--- config.mk ---
export PLATFORM = sky130hd
export DESIGN_NAME = mips_alu_mdu_flat
export DESIGN_NICKNAME = d
export VERILOG_FILES = /design/src/rtl/mips_alu_pkg.sv /design/src/rtl/mips_alu_mdu_if.sv /design/src/rtl/mips_mdu_iter.sv /design/src/rtl/mips_alu_mdu.sv /design/src/flat_wrapper.sv
export SDC_FILE = /design/constraint.sdc
export NUM_CORES = 1
export LEC_CHECK = 0
export BUFFER_PORTS_ARGS = -buffer_cell sky130_fd_sc_hd__buf_2
export CAP_MARGIN = 20
export CORE_AREA = 4 4 204 206
export DETAILED_ROUTE_END_ITERATION = 7
export DIE_AREA = 0 0 208 210
export PLACE_DENSITY_LB_ADDON = 0.3
export SLEW_MARGIN = 10
export SYNTH_ARGS = -nofsm -noshare
export SYNTH_HDL_FRONTEND = slang
export SYNTH_SLANG_ARGS = --single-unit
--- constraint.sdc ---
create_clock -name clk -period 9.5 [get_ports clk]
set_input_delay 0.475 -clock clk [delete_from_list [all_inputs] [get_ports clk]]
set_output_delay 0.475 -clock clk [all_outputs]
set_load 0.01 [all_outputs]
--- src/rtl/mips_alu_pkg.sv ---
// Shared definitions for the MIPS execute unit: opcodes, MDU FSM states and
// the signed-overflow helper used by the combinational ALU.
package mips_alu_pkg;

    localparam int unsigned OP_AND  = 0;
    localparam int unsigned OP_OR   = 1;
    localparam int unsigned OP_ADD  = 2;
    localparam int unsigned OP_SLT  = 3;
    localparam int unsigned OP_SLL  = 4;
    localparam int unsigned OP_SRL  = 5;
    localparam int unsigned OP_SUB  = 6;
    localparam int unsigned OP_SLTU = 7;
    localparam int unsigned OP_XOR  = 8;
    localparam int unsigned OP_NOR  = 9;
    localparam int unsigned OP_SRA  = 10;
    localparam int unsigned OP_MULT = 11;
    localparam int unsigned OP_MULTU = 12;
    localparam int unsigned OP_DIV  = 13;
    localparam int unsigned OP_DIVU = 14;

    typedef enum logic [1:0] {
        ST_IDLE = 2'd0,
        ST_CALC = 2'd1,
        ST_FIX  = 2'd2
    } mdu_state_e;

    // Overflow of an addition: operands agree in sign, sum disagrees.
    function automatic logic add_ovf(input logic a_msb, input logic b_msb, input logic s_msb);
        return (a_msb == b_msb) && (s_msb != a_msb);
    endfunction

endpackage

--- src/rtl/mips_alu_mdu_if.sv ---
// Execute-unit bus: operands/opcode/start from control, results and the
// MDU handshake back. master = control side, slave = execute unit.
interface mips_alu_mdu_if #(
    parameter int unsigned WIDTH = 32,
    parameter int unsigned SH_W  = $clog2(WIDTH),
    parameter int unsigned OP_W  = 4
);
    logic [WIDTH-1:0] in0;
    logic [WIDTH-1:0] in1;
    logic [OP_W-1:0]  alu_ctrl;
    logic [SH_W-1:0]  shamt;
    logic             var_shift;
    logic             start;
    logic [WIDTH-1:0] alu_result;
    logic             zero;
    logic             overflow;
    logic             busy;
    logic             done;
    logic [WIDTH-1:0] hi;
    logic [WIDTH-1:0] lo;

    modport master (
        output in0, in1, alu_ctrl, shamt, var_shift, start,
        input  alu_result, zero, overflow, busy, done, hi, lo
    );

    modport slave (
        input  in0, in1, alu_ctrl, shamt, var_shift, start,
        output alu_result, zero, overflow, busy, done, hi, lo
    );
endinterface

--- src/rtl/mips_mdu_iter.sv ---
// Iterative multiply/divide unit with HI/LO registers.
// Ports: clk, rst_n; start/op launch MULT/MULTU/DIV/DIVU on operands a/b;
// busy while computing, done one-cycle pulse when hi/lo have been written.
module mips_mdu_iter
    import mips_alu_pkg::*;
#(
    parameter int unsigned WIDTH = 32,
    parameter int unsigned SH_W  = $clog2(WIDTH),
    parameter int unsigned OP_W  = 4
) (
    input  logic             clk,
    input  logic             rst_n,
    input  logic             start,
    input  logic [OP_W-1:0]  op,
    input  logic [WIDTH-1:0] a,
    input  logic [WIDTH-1:0] b,
    output logic             busy,
    output logic             done,
    output logic [WIDTH-1:0] hi,
    output logic [WIDTH-1:0] lo
);
    localparam int unsigned PW = 2 * WIDTH;

    mdu_state_e       state;
    logic [SH_W-1:0]  cnt;
    logic             div_r;
    logic             neg_q;
    logic             neg_r;
    logic [WIDTH-1:0] opnd;   // multiplicand or divisor magnitude
    logic [WIDTH-1:0] p_hi;   // partial product high / partial remainder
    logic [WIDTH-1:0] p_lo;   // multiplier bits / dividend-then-quotient bits

    logic             is_mdu, is_sgn, is_div, a_neg, b_neg;
    logic [WIDTH-1:0] a_mag, b_mag;
    logic [WIDTH:0]   mul_sum, div_shift, div_diff;
    logic [WIDTH-1:0] p_hi_n, p_lo_n, q_fix, r_fix;
    logic [PW-1:0]    prod, prod_fix;

    // Opcode decode and operand magnitudes for launch
    always_comb begin
        is_mdu = (op == OP_W'(OP_MULT)) || (op == OP_W'(OP_MULTU)) ||
                 (op == OP_W'(OP_DIV))  || (op == OP_W'(OP_DIVU));
        is_sgn = (op == OP_W'(OP_MULT)) || (op == OP_W'(OP_DIV));
        is_div = (op == OP_W'(OP_DIV))  || (op == OP_W'(OP_DIVU));
        a_neg  = is_sgn & a[WIDTH-1];
        b_neg  = is_sgn & b[WIDTH-1];
        a_mag  = a_neg ? -a : a;
        b_mag  = b_neg ? -b : b;
    end

    // One iteration: shift-add multiply or restoring shift-subtract divide
    always_comb begin
        mul_sum   = {1'b0, p_hi} + (p_lo[0] ? {1'b0, opnd} : '0);
        div_shift = {p_hi, p_lo[WIDTH-1]};
        div_diff  = div_shift - {1'b0, opnd};
        if (div_r) begin
            // Borrow out of the extra top bit means the divisor did not fit
            p_hi_n = div_diff[WIDTH] ? div_shift[WIDTH-1:0] : div_diff[WIDTH-1:0];
            p_lo_n = {p_lo[WIDTH-2:0], ~div_diff[WIDTH]};
        end else begin
            p_hi_n = mul_sum[WIDTH:1];
            p_lo_n = {mul_sum[0], p_lo[WIDTH-1:1]};
        end
    end

    // Sign fixups applied in FIX
    always_comb begin
        prod     = {p_hi, p_lo};
        prod_fix = neg_q ? -prod : prod;
        q_fix    = neg_q ? -p_lo : p_lo;
        r_fix    = neg_r ? -p_hi : p_hi;
    end

    // Control FSM and datapath registers
    always_ff @(posedge clk or negedge rst_n) begin
        if (!rst_n) begin
            state <= ST_IDLE;
            cnt   <= '0;
            busy  <= 1'b0;
            done  <= 1'b0;
            hi    <= '0;
            lo    <= '0;
            div_r <= 1'b0;
            neg_q <= 1'b0;
            neg_r <= 1'b0;
            opnd  <= '0;
            p_hi  <= '0;
            p_lo  <= '0;
        end else begin
            done <= 1'b0;
            case (state)
                ST_IDLE: begin
                    if (start && is_mdu) begin
                        div_r <= is_div;
                        neg_q <= a_neg ^ b_neg;
                        neg_r <= a_neg;
                        opnd  <= is_div ? b_mag : a_mag;
                        p_lo  <= is_div ? a_mag : b_mag;
                        p_hi  <= '0;
                        cnt   <= '0;
                        busy  <= 1'b1;
                        state <= ST_CALC;
                    end
                end
                ST_CALC: begin
                    p_hi <= p_hi_n;
                    p_lo <= p_lo_n;
                    cnt  <= cnt + SH_W'(1);
                    if (cnt == SH_W'(WIDTH - 1)) begin
                        cnt   <= '0;
                        state <= ST_FIX;
                    end
                end
                ST_FIX: begin
                    if (div_r) begin
                        hi <= r_fix;
                        lo <= q_fix;
                    end else begin
                        hi <= prod_fix[PW-1:WIDTH];
                        lo <= prod_fix[WIDTH-1:0];
                    end
                    done  <= 1'b1;
                    busy  <= 1'b0;
                    state <= ST_IDLE;
                end
                default: state <= ST_IDLE;
            endcase
        end
    end

endmodule

--- src/rtl/mips_alu_mdu.sv ---
// MIPS execute unit: single-cycle ALU plus iterative multiply/divide.
// Ports: clk, rst_n; bus (slave) carries in0/in1/alu_ctrl/shamt/var_shift/
// start in, and alu_result/zero/overflow (combinational) plus
// busy/done/hi/lo (registered) out.
module mips_alu_mdu
    import mips_alu_pkg::*;
#(
    parameter int unsigned WIDTH = 32,
    parameter int unsigned SH_W  = $clog2(WIDTH),
    parameter int unsigned OP_W  = 4
) (
    input  logic           clk,
    input  logic           rst_n,
    mips_alu_mdu_if.slave  bus
);
    logic [SH_W-1:0]  sh_amt;
    logic [WIDTH-1:0] sum, diff, res;
    logic             ovf;

    // Combinational ALU; independent of the MDU state
    always_comb begin
        sh_amt = bus.var_shift ? bus.in0[SH_W-1:0] : bus.shamt;
        sum    = bus.in0 + bus.in1;
        diff   = bus.in0 - bus.in1;
        res    = '0;
        ovf    = 1'b0;
        case (bus.alu_ctrl)
            OP_W'(OP_AND):  res = bus.in0 & bus.in1;
            OP_W'(OP_OR):   res = bus.in0 | bus.in1;
            OP_W'(OP_ADD): begin
                res = sum;
                ovf = add_ovf(bus.in0[WIDTH-1], bus.in1[WIDTH-1], sum[WIDTH-1]);
            end
            OP_W'(OP_SLT):  res = {{(WIDTH-1){1'b0}}, $signed(bus.in0) < $signed(bus.in1)};
            OP_W'(OP_SLL):  res = bus.in1 << sh_amt;
            OP_W'(OP_SRL):  res = bus.in1 >> sh_amt;
            OP_W'(OP_SUB): begin
                res = diff;
                // Subtraction is in0 + ~in1 + 1, so the effective addend sign is inverted
                ovf = add_ovf(bus.in0[WIDTH-1], ~bus.in1[WIDTH-1], diff[WIDTH-1]);
            end
            OP_W'(OP_SLTU): res = {{(WIDTH-1){1'b0}}, bus.in0 < bus.in1};
            OP_W'(OP_XOR):  res = bus.in0 ^ bus.in1;
            OP_W'(OP_NOR):  res = ~(bus.in0 | bus.in1);
            OP_W'(OP_SRA):  res = WIDTH'($signed(bus.in1) >>> sh_amt);
            default:        res = '0;
        endcase
    end

    assign bus.alu_result = res;
    assign bus.zero       = (res == '0);
    assign bus.overflow   = ovf;

    mips_mdu_iter #(
        .WIDTH (WIDTH),
        .SH_W  (SH_W),
        .OP_W  (OP_W)
    ) u_mdu (
        .clk   (clk),
        .rst_n (rst_n),
        .start (bus.start),
        .op    (bus.alu_ctrl),
        .a     (bus.in0),
        .b     (bus.in1),
        .busy  (bus.busy),
        .done  (bus.done),
        .hi    (bus.hi),
        .lo    (bus.lo)
    );

endmodule
--- src/flat_wrapper.sv ---
// flat-port wrapper written by rule: the top's interface ports become plain ports
module mips_alu_mdu_flat import mips_alu_pkg::*;
#(
    parameter int unsigned WIDTH = 32,
    parameter int unsigned SH_W  = $clog2(WIDTH),
    parameter int unsigned OP_W  = 4
)
  (clk, rst_n, bus_in0, bus_in1, bus_alu_ctrl, bus_shamt, bus_var_shift, bus_start, bus_alu_result, bus_zero, bus_overflow, bus_busy, bus_done, bus_hi, bus_lo);
  mips_alu_mdu_if #(.WIDTH(WIDTH), .SH_W(SH_W), .OP_W(OP_W)) bus_i ();
  input  logic clk;
  input  logic rst_n;
  input wire logic [$bits(bus_i.in0)-1:0] bus_in0;
  input wire logic [$bits(bus_i.in1)-1:0] bus_in1;
  input wire logic [$bits(bus_i.alu_ctrl)-1:0] bus_alu_ctrl;
  input wire logic [$bits(bus_i.shamt)-1:0] bus_shamt;
  input wire logic [$bits(bus_i.var_shift)-1:0] bus_var_shift;
  input wire logic [$bits(bus_i.start)-1:0] bus_start;
  output wire logic [$bits(bus_i.alu_result)-1:0] bus_alu_result;
  output wire logic [$bits(bus_i.zero)-1:0] bus_zero;
  output wire logic [$bits(bus_i.overflow)-1:0] bus_overflow;
  output wire logic [$bits(bus_i.busy)-1:0] bus_busy;
  output wire logic [$bits(bus_i.done)-1:0] bus_done;
  output wire logic [$bits(bus_i.hi)-1:0] bus_hi;
  output wire logic [$bits(bus_i.lo)-1:0] bus_lo;
  assign bus_i.in0 = bus_in0;
  assign bus_i.in1 = bus_in1;
  assign bus_i.alu_ctrl = bus_alu_ctrl;
  assign bus_i.shamt = bus_shamt;
  assign bus_i.var_shift = bus_var_shift;
  assign bus_i.start = bus_start;
  assign bus_alu_result = bus_i.alu_result;
  assign bus_zero = bus_i.zero;
  assign bus_overflow = bus_i.overflow;
  assign bus_busy = bus_i.busy;
  assign bus_done = bus_i.done;
  assign bus_hi = bus_i.hi;
  assign bus_lo = bus_i.lo;
  mips_alu_mdu #(.WIDTH(WIDTH), .SH_W(SH_W), .OP_W(OP_W)) u_core (.clk(clk), .rst_n(rst_n), .bus(bus_i));
endmodule
## Word-level counts from Yosys, hierarchy flattened

Index checks and enable logic that the tools add are counted.

| word-level totals | value |
|---|---|
| bits of input ports | 77 |
| output and inout port bits | 100 |
| word-level logic and storage cells | 105 |
| bits in registers | 172 |

| operators by class | value |
|---|---|
| $add $sub $neg | 10 |
| bitwise gates (word level) | 9 |
| shift operators | 3 |
| multiplexer cells | 29 |
| eq/ne operators | 23 |
| $lt $le $gt $ge | 2 |
| reduce and logical (&&, ||, !) cells | 17 |

Operator list:

| cell | count |
|---|---|
| 32-bit two-way mux | 14 |
| 32-bit case mux with 11 select lines | 1 |
| 32-bit negator | 4 |
| 32-bit case mux with 2 select lines | 2 |
| 32-bit < comparator | 2 |
| 64-bit two-way mux | 1 |
| 64-bit negator | 1 |
| 32-bit by 32-bit adder with 33-bit output | 1 |
| 33-bit by 32-bit subtractor with 33-bit output | 1 |
| 32-bit adder | 1 |
| 32-bit bitwise AND | 1 |
| 32-bit logical NOT | 1 |
| 32-bit inverter | 1 |
| 32-bit OR | 1 |
| 32-bit by 5-bit left shift with 32-bit output | 1 |
| 32-bit by 5-bit >> shifter with 32-bit output | 1 |
| 32-bit by 5-bit >>> shifter with 32-bit output | 1 |
| 32-bit subtractor | 1 |
| 32-bit bitwise XOR | 1 |
| 4-bit == test (second input constant) | 7 |
| 4-bit by 3-bit == test with 1-bit output (second input constant) | 4 |
| 5-bit two-way mux | 3 |
| 5-bit case mux with 2 select lines | 1 |
| 4-bit by 2-bit == test with 1-bit output (second input constant) | 2 |
| other kinds (21) | 39 |

## Logic depth before layout (Yosys ltp)

| logic depth | value |
|---|---|
| depth after elaboration | 7 |
| gate-level depth with buffers | 17 |
| gate-level depth less buffers | 15 |

## By module

A second synthesis with hierarchy kept.

| second synthesis, totals | value |
|---|---|
| cells, all modules | 3117 |
| area total of the unflattened synthesis | 23541.3 um2 |

Modules (own cells, without submodules):

| module | seq. area each (um2) | cells an instance | times used | area an instance (um2) |
|---|---|---|---|---|
| mips_mdu_iter | 4304.1 | 1727 | 1 | 13917.1 |
| mips_alu_mdu | 0.0 | 1390 | 1 | 9624.2 |

## Worst setup path before layout

OpenSTA, ideal clock, no wires.

| timing path | value |
|---|---|
| path kind | input-to-output |
| from | input port bus_in1[12] |
| to | output port bus_zero |
| setup slack | 4.922 ns |
| data required time | 9.025 ns |
| data arrival time | 4.103 ns |
| buffers on the path | 2 |
| stages | 15 |
| cell sequence | clkbuf_1 > inv_1 > ha_1 > clkbuf_1 > nor4_2 > o311ai_0 > a31oi_1 > nor4_1 > o211a_1 > o32ai_1 > o311ai_1 > or2_0 > a32o_1 > or3b_1 > nor4_2 |

| between the ends | value |
|---|---|
| elaborated cells on any way between the ends | 13 |
| those cells by class | add/sub (2); order compare (2); shift (3); mux (1); bitwise (4); reduce/logical (1) |

RTL lines:

| element | RTL line | text |
|---|---|---|
| from (decl) | flat_wrapper.sv:13 | `input wire logic [$bits(bus_i.in1)-1:0] bus_in1;` |
| 32-bit subtractor (tied with other cells) | mips_alu_mdu.sv:24 | `diff = bus.in0 - bus.in1;` |
| 32-bit case mux with 11 select lines (*) | mips_alu_mdu.sv:27 | `case (bus.alu_ctrl)` |
| net bus_alu_result[28] | flat_wrapper.sv:18 | `output wire logic [$bits(bus_i.alu_result)-1:0] bus_alu_result;` |
| 32-bit logical NOT (*) | mips_alu_mdu.sv:51 | `assign bus.zero = (res == '0);` |
| to (decl) | flat_wrapper.sv:19 | `output wire logic [$bits(bus_i.zero)-1:0] bus_zero;` |

Mark *: on every way through the listed nets, which the timed path passes. The rest lies on a longest branch.

## Worst setup path in the final report

| timing path | value |
|---|---|
| from | input port bus_var_shift |
| to | output port bus_zero |

| between the ends | value |
|---|---|
| word-level cells in the longest chain between the ends | 4 |
| elaborated cells on any way between the ends | 6 |
| those cells by class | shift (3); mux (2); reduce/logical (1) |

Ends and longest elaborated chain:

| element | RTL line | text |
|---|---|---|
| from (decl) | flat_wrapper.sv:16 | `input wire logic [$bits(bus_i.var_shift)-1:0] bus_var_shift;` |
| 5-bit two-way mux (*) | mips_alu_mdu.sv:22 | `sh_amt = bus.var_shift ? bus.in0[SH_W-1:0] : bus.shamt;` |
| 32-bit by 5-bit >>> shifter with 32-bit output (tied with other cells) | mips_alu_mdu.sv:45 | `OP_W'(OP_SRA): res = WIDTH'($signed(bus.in1) >>> sh_amt);` |
| 32-bit case mux with 11 select lines (*) | mips_alu_mdu.sv:27 |  |
| 32-bit logical NOT (*) | mips_alu_mdu.sv:51 |  |

Mark *: on every way between the ends. The rest lies on a longest branch, timed or not.

==> results.cfg <==
[run_status]
status = finished with violations
violations = design-rule violations

[cts]
clock_path_buffers = 2
cts_buffers = 17
htree_levels = 4
worstSkewPairLatency_ns = 0.47
ctsResizeCount = 0
path_clk_slew_ns = 0.07
cts_tree = built
cts_num_sinks = 172
cts-root-buf = clkbuf_16

[routing]
routed_wirelength_mm = 107.0
routed-via-count = 27318
wire_per_inst_um = 29.39
drt_iter0_markers = 4220
drc = 2
first_pass_iters = 8
vias_per_cell = 7.505
postRouteAntennaNets = 0

[sta]
fin_crit_ns = 6.146
worst_pin_slew_ns = 1.285
finClkSkew_ns = 0.01455
setup_viol = 0
finalSetupTns_ns = 0
fmax_mhz = 162.7
grt_setup_unrepaired = false
fin_crit_sh_pct = 64.69
layout_setup_ws_ns = 3.354
maxSlewViolCount = 0
hold_viol_final = 0
maxSlewHeadroom_pct = 14.02

[worst_hold_path]
hold_path.class = in -> reg

[placement]
dp_slack_ns = 3.506
gp_congestion = 1.132
dp_hpwl_mm = 79.11
dp_cells = 3604
port_buffers = 176

[yosys]
yosysMostFrequentCell = o21ai_0
synth_flop_cell = dfrtp_1
synthArstFlopShare_pct = 100.0
syn_area_mm2 = 0.02374
yosys.area.top_type = dfrtp_1
synth_top_area_share_pct = 18.13
syn-num-nets = 3342
yosysSeqAreaShare_pct = 18.13
syn-mean-instance-area_um2 = 7.687
ys_warn_count = 0
synth_edf_count = 0
synthTopCellsByCount = 274 x o21ai_0, 270 x nand2_1, 261 x nor2_1
syn_inst = 3088
yosysUniqueCellTypes = 91
synth_area_leaders = dfrtp_1 18%, ha_1 9.1%, o21ai_0 5.8%, mux2i_1 5.2%, xnor2_1 5.0%
yosys_register_bits = 172

[grt]
gr-usage-all-layers_pct = 46.00
grt_max_degree = 129
grt_overflow_total = 0
antenna_found_initial = 0
first_global_vias = 25827
grt_first_pass_wirelength_mm = 158.3

[die]
die_y_um = 210
fp.dieArea_mm2 = 0.04368
rows = 73
fp.dieW_um = 208
io_pins = 177
start_util_pct = 59.88
core_mm2 = 0.03964

[setup_path]
cpPeakStageDelay_ns = 0.63
cp-end-kind = output pin
crit_top_cell = buf_2
required_ns = 9.03
critPathSlowestCell = buf_4
crit_type = in -> out
critPathLaunchType = input pin
worst_ep_arrival_time_ns = 5.67
cp_max_fo = 54
worstPathCellList = buf_2 > mux2i_4 > buf_4 > nor2_1 > a22oi_1 > o211ai_1 > o21ai_0 > o2111ai_1 > or4_1 > nor3_1 > nor4b_2 > nand4b_1 > nor4_2 > buf_2

[power]
total_power_mw = 6.911
vdd_drop_max_mv = 0.2821
power_leakage_nw = 10.79
p_per_area_mw_per_mm2 = 272.3

[finish]
drive_gt1_share_pct = 11.17
fill_cells = 3321
fin_cells = 3640
final_core_util_pct = 64.02
diodes = 0
syn_to_final_growth_pct = 6.915
nets = 3356

[job]
maxCapViolations = 0
## area by class of cell
class / count / area [µm²] / share of cell area, %
Clock buffer: 21 / 460.4 / 1.814
Multi-Input combinational cell: 2540 / 17970 / 70.82
Tap cell: 525 / 656.9 / 2.588
Timing Repair Buffer: 221 / 1287 / 5.073
Sequential cell: 172 / 4305 / 16.96
Clock inverter: 11 / 132.6 / 0.5226
Inverter: 150 / 563.0 / 2.219
## cell families after synthesis
family          synth area share (%)
buf+inv                        6.499
fa+ha+maj                      9.456
compound gates                 29.68
mux                            10.38
xor+xnor                       8.080
flops                          18.13
simple gates                   17.77
## metal layers
metal	wire, µm	track usage (%)	up-vias	share of wire (%)
li1	-	-	11499	-
met1	37590	56.68	12815	35
met2	46780	73.54	2399	44
met3	13590	10.97	605	13
met4	9037	27.97	0	8.4
met5	0	0	-	0
## repair_timing
item	in CTS	in global routing
hold buffers	0	1
hold endpoints to repair	0	13
buffers inserted	0	0
## placed cells by master (no fill, tap or decap), types with 20 or more instances in the layout
master / n
mux4_2: 43
ha_1: 173
nand2b_1: 36
xnor2_1: 134
a31oi_1: 29
o21ai_0: 274
dfrtp_1: 171
o221ai_1: 20
o211ai_1: 30
nor2_1: 260
a22oi_1: 68
xor2_1: 84
nand2_1: 270
or4_1: 23
or3_1: 33
a21o_1: 46
and2_1: 20
o31ai_1: 34
nor3_1: 61
nand3_1: 44
a221oi_1: 21
o22ai_1: 30
mux2i_1: 122
a211oi_1: 85
buf_4: 41
o21bai_1: 25
a21oi_1: 229
nor4_1: 24
inv_1: 150
nand4_1: 23
buf_2: 175
## worst max-delay path, delay by kind of cell
kind                   cells  cell delay (ns)
and+or+nand+nor            6             2.03
muxes                      1             0.31
AOI/OAI and AO/OA          4             1.61
buffers and inverters      3             1.22
## registers in the layout, summed over array words and instances, names as in the netlist
name,flops
u_core.u_mdu.busy,1
u_core.u_mdu.cnt,5
u_core.u_mdu.div_r,1
u_core.u_mdu.done,1
u_core.u_mdu.hi,32
u_core.u_mdu.lo,32
u_core.u_mdu.neg_q,1
u_core.u_mdu.neg_r,1
u_core.u_mdu.opnd,32
u_core.u_mdu.p_hi,32
u_core.u_mdu.p_lo,32
u_core.u_mdu.state,2
## report_power, final
group / internal (mW) / total (mW) / leakage (nW) / switching [mW]
registers: 1.05 / 1.51 / 2.05 / 0.464
logic: 1.83 / 4.68 / 8.46 / 2.85
clock network: 0.405 / 0.725 / 0.279 / 0.320
total: 3.28 / 6.91 / 10.8 / 3.63
## through the flow
stage / instance area, µm² / hold WS [ns]
floorplan: 23740 / 0.1794
global placement: 24690 / 0.4515
detailed placement: 24690 / 0.4597
CTS: 25290 / 0.2397
global route: 25380 / 0.4713
finish: 25380 / 0.4591
## final timing paths
| kind | startpoint | end | slack [ns] | cells past startpoint |
|---|---|---|---|---|
| min in group asynchronous | rst_n | u_core.u_mdu.p_lo[11] | 0.51 | 2 |
| max reg2reg | u_core.u_mdu.p_lo[31] | u_core.u_mdu.p_hi[19] | 4.39 | 15 |
| min reg2reg | u_core.u_mdu.hi[26] | u_core.u_mdu.hi[26] | 0.48 | 2 |
| max | bus_var_shift | bus_zero | 3.35 | 14 |
| max in group asynchronous | rst_n | u_core.u_mdu.div_r | 7.81 | 3 |
| min | bus_in1[0] | u_core.u_mdu.opnd[0] | 0.46 | 3 |
Note: power is estimated with default switching activity, not from simulation.
